[src/rtl/exec_result_queue.sv]
// exec_result_queue
//
// Buffers completed micro-ops from the ALU and LSU execution lanes and hands
// exactly one result (or an all-zero bubble) per cycle to the retire stage.
// Retire never back-pressures, so this block does all stalling toward the
// lanes through the per-lane ready outputs.
//
// Ports:
//   clk                 rising-edge clock
//   rst                 asynchronous, active-low reset
//   alu_valid_in        ALU lane has a result
//   alu_value_in        ALU result value
//   alu_comp_result_in  ALU comparison result
//   alu_op_in           ALU micro-op cell (bit 0 is optype[0], 0 = no op)
//   alu_ready_out       queue accepts from the ALU lane this cycle
//   lsu_*               same set for the LSU lane
//   value_out           registered result value to retire
//   comp_result_out     registered comparison result to retire
//   op_out              registered micro-op cell to retire (all-zero = bubble)
//   count_out           current occupancy
//   full_out            occupancy equals DEPTH
//   empty_out           occupancy equals zero

module exec_result_queue #(
    parameter int DEPTH  = 8,
    parameter int DATA_W = 32,
    parameter int OP_W   = 16
) (
    input  logic                       clk,
    input  logic                       rst,

    input  logic                       alu_valid_in,
    input  logic [DATA_W-1:0]          alu_value_in,
    input  logic                       alu_comp_result_in,
    input  logic [OP_W-1:0]            alu_op_in,
    output logic                       alu_ready_out,

    input  logic                       lsu_valid_in,
    input  logic [DATA_W-1:0]          lsu_value_in,
    input  logic                       lsu_comp_result_in,
    input  logic [OP_W-1:0]            lsu_op_in,
    output logic                       lsu_ready_out,

    output logic [DATA_W-1:0]          value_out,
    output logic                       comp_result_out,
    output logic [OP_W-1:0]            op_out,
    output logic [$clog2(DEPTH+1)-1:0] count_out,
    output logic                       full_out,
    output logic                       empty_out
);

    localparam int CW = $clog2(DEPTH + 1);
    localparam int PW = $clog2(DEPTH);
    localparam int EW = DATA_W + 1 + OP_W;

    logic [EW-1:0] mem [DEPTH];

    logic [PW-1:0] headPtr_q, headPtr_d;
    logic [PW-1:0] tailPtr_q, tailPtr_d;
    logic [CW-1:0] count_q, count_d;
    logic          rr_q, rr_d;
    logic [EW-1:0] out_q, out_d;

    logic          freeTwoPlus;
    logic          freeOne;
    logic          aluReady;
    logic          lsuReady;
    logic          aluPush;
    logic          lsuPush;
    logic          pop;
    logic [PW-1:0] lsuSlot;
    logic [EW-1:0] aluEntry;
    logic [EW-1:0] lsuEntry;

    // Pointer increment with an explicit wrap so non-power-of-2 depths work.
    function automatic logic [PW-1:0] incPtr(input logic [PW-1:0] p);
        if (p == PW'(DEPTH - 1)) begin
            return '0;
        end
        return p + PW'(1);
    endfunction

    assign aluEntry = {alu_value_in, alu_comp_result_in, alu_op_in};
    assign lsuEntry = {lsu_value_in, lsu_comp_result_in, lsu_op_in};

    // Ready depends only on occupancy and the round-robin bit, never on valid,
    // so there is no combinational valid-to-ready path. With a single free
    // slot only the favoured lane is offered it.
    always_comb begin
        freeTwoPlus = (count_q <= CW'(DEPTH - 2));
        freeOne     = (count_q == CW'(DEPTH - 1));
        aluReady    = freeTwoPlus | (freeOne & ~rr_q);
        lsuReady    = freeTwoPlus | (freeOne & rr_q);
    end

    assign alu_ready_out = aluReady;
    assign lsu_ready_out = lsuReady;

    // Next-state logic. On a double push the ALU entry goes first so the LSU
    // entry lands one slot further on. The pop decision uses the occupancy
    // before the edge, so a pop never frees a slot for pushes in the same
    // cycle. An empty queue loads the all-zero bubble into the outputs.
    always_comb begin
        aluPush   = alu_valid_in & aluReady;
        lsuPush   = lsu_valid_in & lsuReady;
        pop       = (count_q != '0);
        lsuSlot   = aluPush ? incPtr(tailPtr_q) : tailPtr_q;

        tailPtr_d = tailPtr_q;
        if (aluPush && lsuPush) begin
            tailPtr_d = incPtr(incPtr(tailPtr_q));
        end else if (aluPush || lsuPush) begin
            tailPtr_d = incPtr(tailPtr_q);
        end

        headPtr_d = pop ? incPtr(headPtr_q) : headPtr_q;
        out_d     = pop ? mem[headPtr_q] : '0;
        count_d   = count_q + CW'(aluPush) + CW'(lsuPush) - CW'(pop);
        rr_d      = (freeOne && (aluPush || lsuPush)) ? ~rr_q : rr_q;
    end

    // Control and output registers. Reset empties the queue, favours the ALU
    // and forces a bubble onto the retire interface immediately.
    always_ff @(posedge clk or negedge rst) begin
        if (!rst) begin
            headPtr_q <= '0;
            tailPtr_q <= '0;
            count_q   <= '0;
            rr_q      <= 1'b0;
            out_q     <= '0;
        end else begin
            headPtr_q <= headPtr_d;
            tailPtr_q <= tailPtr_d;
            count_q   <= count_d;
            rr_q      <= rr_d;
            out_q     <= out_d;
        end
    end

    // Entry storage. Contents need no reset because occupancy gates every
    // read; write slots are always free slots, so they never collide with
    // the entry being popped.
    always_ff @(posedge clk) begin
        if (aluPush) begin
            mem[tailPtr_q] <= aluEntry;
        end
        if (lsuPush) begin
            mem[lsuSlot] <= lsuEntry;
        end
    end

    assign {value_out, comp_result_out, op_out} = out_q;
    assign count_out = count_q;
    assign full_out  = (count_q == CW'(DEPTH));
    assign empty_out = (count_q == '0);

    // Occupancy can never exceed the storage size.
    countBound: assert property (@(posedge clk) disable iff (!rst) count_q <= CW'(DEPTH));

endmodule

[config.mk]
export PLATFORM = sky130hd
export DESIGN_NAME = exec_result_queue
export DESIGN_NICKNAME = d
export VERILOG_FILES = /design/src/rtl/exec_result_queue.sv
export SDC_FILE = /design/constraint.sdc
export NUM_CORES = 1
export LEC_CHECK = 0
export ABC_AREA = 1
export BUFFER_PORTS_ARGS = -buffer_cell sky130_fd_sc_hd__buf_4
export CAP_MARGIN = 5
export CORE_MARGIN = 2
export CORE_UTILIZATION = 55
export DETAILED_ROUTE_END_ITERATION = 10
export PLACE_DENSITY = 0.74
export SETUP_SLACK_MARGIN = 0.05
export SYNTH_ARGS = -nofsm -noshare
export SYNTH_HDL_FRONTEND = slang
export SYNTH_SLANG_ARGS = --single-unit
[constraint.sdc]
create_clock -name clk -period 8.9 [get_ports clk]
set_input_delay 1.78 -clock clk [delete_from_list [all_inputs] [get_ports clk]]
set_output_delay 1.78 -clock clk [all_outputs]
set_load 0.05 [all_outputs]
==> out/metrics.cfg, run 1 <==
[run_status]
outcome=complete, no violations

[min_path]
hp-class=flip-flop to flip-flop

[routing]
drc=0
drt_pass1_iterations=6
wirelength_mm=68.1
first_iter_violations=2597
via_per_inst=6.13
via_count=19885
antenna_left=0
wl_per_cell_um=21.0

[synthesis]
synthArstFlopShare_pct=13.3
syn_area_per_cell_um2=8.60
yosys-top-cells-count=nand2_1 (809), nand3_1 (408), nor2_1 (396)
netlist_area_mm2=0.0235
synth_top_area_cell=edfxtp_1
synth.most_common_cell=nand2_1
synth_seq_cells=452
synth-seq-area-share_pct=56.4
yosysTopAreaCellShare_pct=50.0
yosysUniqueCellTypes=27
synth_nets=2851
synthTopCellsByArea=edfxtp_1 (50%), nand2_1 (13%), nand3_1 (8.7%)
netlist_instances=2736
synth_ff_type=edfxtp_1
synth-edff-count=392
synth.yosys.warnings=0

[timing]
timing_hold_violations_final=0
slew_violations=0
period_needed_ns=4.78
timing.final.ws_setup_ns=4.12
worst_slew_pin_slew_ns=1.32
final-setup-viol-count=0
maxSlewHeadroom_pct=11.8
grt_setup_unrepaired=false
fmax_ghz=0.209
tns_ns=0
skew_ns=0.0165
min_period_over_period_pct=53.7

[global_routing]
grt_overflow_total=0
use_met2_pct=51.5
antenna_found_initial=1
busiest_layer=met2
grt_max_degree=201
grtUsageMet3_pct=5.31
grt_pass1_vias=19410
use_met1_pct=40.4
grt_usage_pct=30.9
grt_pass1_wl_mm=107

[floorplanning]
coreArea_mm2=0.0420
start_util_pct=56.0
dieArea_mm2=0.0444
ioPinCount=159
die_w_um=211
rows=75
die_y_um=211

[power_and_ir_drop]
power_leakage_nw=10.7
peakVddDrop_mv=0.367
power.density_mw_per_mm2=373

[clock_network]
ctsResizeCount=0
cts_made_buffers=46
cts_hold_buf=0
clkSlewWorstSetupHoldPaths_ns=0.06
clock_latency_ns=0.59
htreeDepth=2
clock-sinks=452
clockBufferDepth=3
postCtsSetupBuffers=0
cts-root-buf=clkbuf_16
tritoncts=done

[worst_setup_path]
worstPathArrival_ns=5.00
end_kind=flip-flop
cp.required_ns=9.12
start_kind=flip-flop
critPathKind=flip-flop to flip-flop
path_max_fanout=58

[placement]
place.gp.congestion=0.819
dp_hpwl_mm=35.1
dp_slack_ns=3.65
io_buffer_count=158

[flow_run]
cap_violations=0

[cells_and_area]
drive_gt1_share_pct=10.7
nets=2783
syn_to_final_growth_pct=9.47

[registers in the layout, summed over array words and instances (netlist names)]
signal,flops
mem,392
out_q,49
tailPtr_q,3
headPtr_q,3
rr_q,1
count_out,4
[per-layer routing]
layer / wire, um / vias to the layer above / share of wire [%]
li1: - / 9043 / -
met1: 25500 / 9362 / 38
met2: 32800 / 1302 / 48
met3: 7580 / 178 / 11
met4: 2190 / 0 / 3.2
met5: 0 / - / 0
[layout make-up]
type / count / area (um2)
clock buffer: 67 / 1340
antenna: 1 / 2.50
tap: 539 / 674
timing repair buffer: 189 / 1440
multi-input combinational: 1957 / 8790
inverter: 22 / 87.6
fill: 3550 / 16300
sequential: 452 / 13300
clock inverter: 18 / 134
[final timing paths]
path | endpoint | start | cells past startpoint | slack [ns]
min reg2reg | rr_q | rr_q | 2 | 0.60
max | mem[7][27] | tailPtr_q[0] | 10 | 4.12
min in group asynchronous | out_q[40] | rst | 1 | 1.30
min | rr_q | rr_q | 2 | 0.60
max in group asynchronous | headPtr_q[1] | rst | 1 | 6.97
max reg2reg | mem[7][27] | tailPtr_q[0] | 10 | 4.12
[cells in the final DEF, fill, tap and decap left out, types with 2 or more instances in the layout]
master / count
o21ai_4: 8
inv_6: 2
fa_1: 2
dfrtp_1: 57
bufinv_16: 2
nand2_1: 801
inv_1: 20
o32ai_1: 49
nor2_1: 395
edfxtp_1: 392
clkinv_2: 7
clkbuf_16: 47
clkinv_1: 8
clkbuf_1: 11
a21oi_1: 3
nand4_1: 7
buf_12: 2
o21ai_0: 248
nor2_4: 5
dfrtp_4: 2
clkbuf_8: 9
buf_4: 187
nand3_1: 407
nand3_2: 3
ha_1: 11
nand2_2: 12
[power by group]
group,internal [mW],switching [mW]
Sequential,3.08,0.279
Combinational,1.05,3.28
Clock,1.10,0.821
Total,5.23,4.38
[logic make-up after synthesis]
family	share of synthesized area (%)
AND/OR/NAND/NOR	28.6
XOR/XNOR	0.0745
adder cells (fa/ha/maj)	0.755
flip-flops	56.4
AO/OA/AOI/OAI	7.39
buffers and inverters	6.80
[worst max-delay path, cell delays in order, from the launching register on]
cell and delay, ns:
dfrtp_1 0.74, inv_1 0.39, ha_1 0.43, nand4_1 0.12, nand2_2 0.11, nor2_4 0.11
buf_4 0.44, buf_4 0.71, nand2_2 0.17, o21ai_4 0.51, buf_4 0.59
[per-stage QoR]
stage               util (%)  hold WS (ns)  power, mW  std cells  instance area, um2
detailed placement      57.7         0.593       7.65       3159               24300
global placement        57.7         0.569       7.54       3159               24300
finish                  61.3         0.603       9.61       3245               25800
global route            61.3         0.680       10.1       3245               25800
CTS                     61.2         0.599       9.56       3244               25700
floorplan                  -         0.549       6.43       2736               23500
(Power assumes the default switching activity.)
==> run 2, diff against run 1 <==
- PLACE_DENSITY: 0.74 -> 0.76
- clock period: 8.9 -> 4.25 ns (I/O delays scaled with it)
==> out/metrics.cfg, run 2 (synthesis gave the netlist of run 1 again) <==
[placement]
place.gp.congestion=0.837
dp_slack_ns=1.01
dp_hpwl_mm=35.9
io_buffer_count=158

[timing]
skew_ns=0.00996
slew_violations=0
fmax_ghz=0.299
timing.final.ws_setup_ns=0.908
grt_setup_unrepaired=false
worst_slew_pin_slew_ns=1.20
timing_hold_violations_final=0
maxSlewHeadroom_pct=19.9
period_needed_ns=3.34
min_period_over_period_pct=78.6
final-setup-viol-count=0

[cells_and_area]
largest_reg_flops=392
drive_gt1_share_pct=11.0
final_util_pct=61.8
syn_to_final_growth_pct=10.4
nets=2797
final_common_cell=nand2_1
regMostFlops=mem
layout.cells.most_common_list=nand2_1 (801), nand3_1 (407), nor2_1 (395)

[global_routing]
grt_overflow_total=0
grt_usage_pct=30.5
grt_pass1_wl_mm=106
antenna_found_initial=4
grt_max_degree=139
grt_pass1_vias=19553

[clock_network]
clock_latency_ns=0.58
htreeDepth=2
tritoncts=done
clockBufferDepth=3
cts-root-buf=clkbuf_16
clkSlewWorstSetupHoldPaths_ns=0.06
postCtsSetupBuffers=0
ctsResizeCount=0
cts_made_buffers=48
clock-sinks=452
cts_hold_buf=0

[power_and_ir_drop]
peakVddDrop_mv=0.913
p_int_mw=11.1
power.total_mw=20.3
power_frac_clock_pct=20.1
power.switching_mw=9.21
power_leakage_nw=10.8
combPwrFrac_pct=45.8
swShare_pct=45.2
p_seq_share_pct=34.1
power.density_mw_per_mm2=783

[floorplanning]
die_w_um=211
rows=75
dieArea_mm2=0.0444
die_y_um=211
ioPinCount=159
coreArea_mm2=0.0420
start_util_pct=56.0

[routing]
via_per_inst=6.15
wirelength_mm=67.6
first_iter_violations=2268
wl_per_cell_um=20.7
antenna_left=0
via_count=20062
drc=0
drt_pass1_iterations=6

[worst_setup_path]
end_kind=flip-flop
crit-reg2reg-launch=tailPtr_q[0]
path_max_fanout=98
start_kind=flip-flop
cp.required_ns=4.69
crit_start=tailPtr_q[0]
worstPathArrival_ns=3.78
critPathKind=flip-flop to flip-flop

[min_path]
hp-class=input port to asynchronous set/reset pin

[flow_run]
cap_violations=0

[run_status]
outcome=complete, no violations

==> run 2: cell types whose count changed in the layout (fill, tap and decap cells not counted), sizes merged <==
cell	change
diode	+3
clkbuf	+9
buf	+12
clkinv	-5
inv	-1
==> run 2: path summary, 6_finish.rpt <==
check / cells past startpoint / slack [ns] / end
max in group asynchronous: 1 / 3.09 / headPtr_q[0]
setup reg to reg: 9 / 0.91 / mem[4][3]
hold reg to reg: 2 / 0.61 / rr_q
setup / recovery: 9 / 0.91 / mem[4][3]
hold / removal: 1 / 0.42 / out_q[0]
min in group clk: 3 / 0.60 / mem[5][28]
==> run 2: metrics by stage <==
step,cell area (um2),hold WS (ns),std cells,TNS [ns]
2_1_floorplan,23500,0.549,2736,-30.62
6_report,26000,0.421,3263,0
3_3_place_gp,24500,0.584,3171,0
3_5_place_dp,24500,0.596,3171,0
5_1_grt,26000,0.509,3263,0
4_1_cts,26000,0.452,3259,0
==> run 2: cell type report <==
cell class                      count  area [um2]
Tap cell                          539         674
Fill cell                        3430       16100
Sequential cell                   452       13300
Timing Repair Buffer              201        1620
Inverter                           22        87.6
Clock inverter                     12         104
Multi-Input combinational cell   1957        8790
Clock buffer                       76        1410
Antenna cell                        4        10.0
==> run 2: critical path: stages, from the launching register on <==
cell and delay, ns:
dfrtp_1 0.71, inv_1 0.36, ha_1 0.42, inv_1 0.07
nand4_1 0.10, nand2_2 0.10, nor2_4 0.15, buf_4 0.80
nand3_1 0.18, nand2_1 0.14
==> run 2: power by group through the flow <==
stage / logic, mW / clock network, mW / registers, mW
3_5_place_dp: 9.14 / 0 / 7.02
3_3_place_gp: 8.93 / 0 / 6.98
2_1_floorplan: 5.60 / 0 / 7.80
4_1_cts: 9.18 / 4.12 / 6.94
5_1_grt: 10.0 / 4.30 / 7.03
6_report: 9.31 / 4.10 / 6.94
==> run 2: per-layer routing <==
layer	wire length (um)	GRT usage (%)	part of all wire, %	up-vias
li1	-	-	-	9083
met1	24600	38.8	36	9460
met2	32600	51.7	48	1305
met3	7530	4.19	11	214
met4	2790	14.7	4.1	0
met5	0	0	0	-
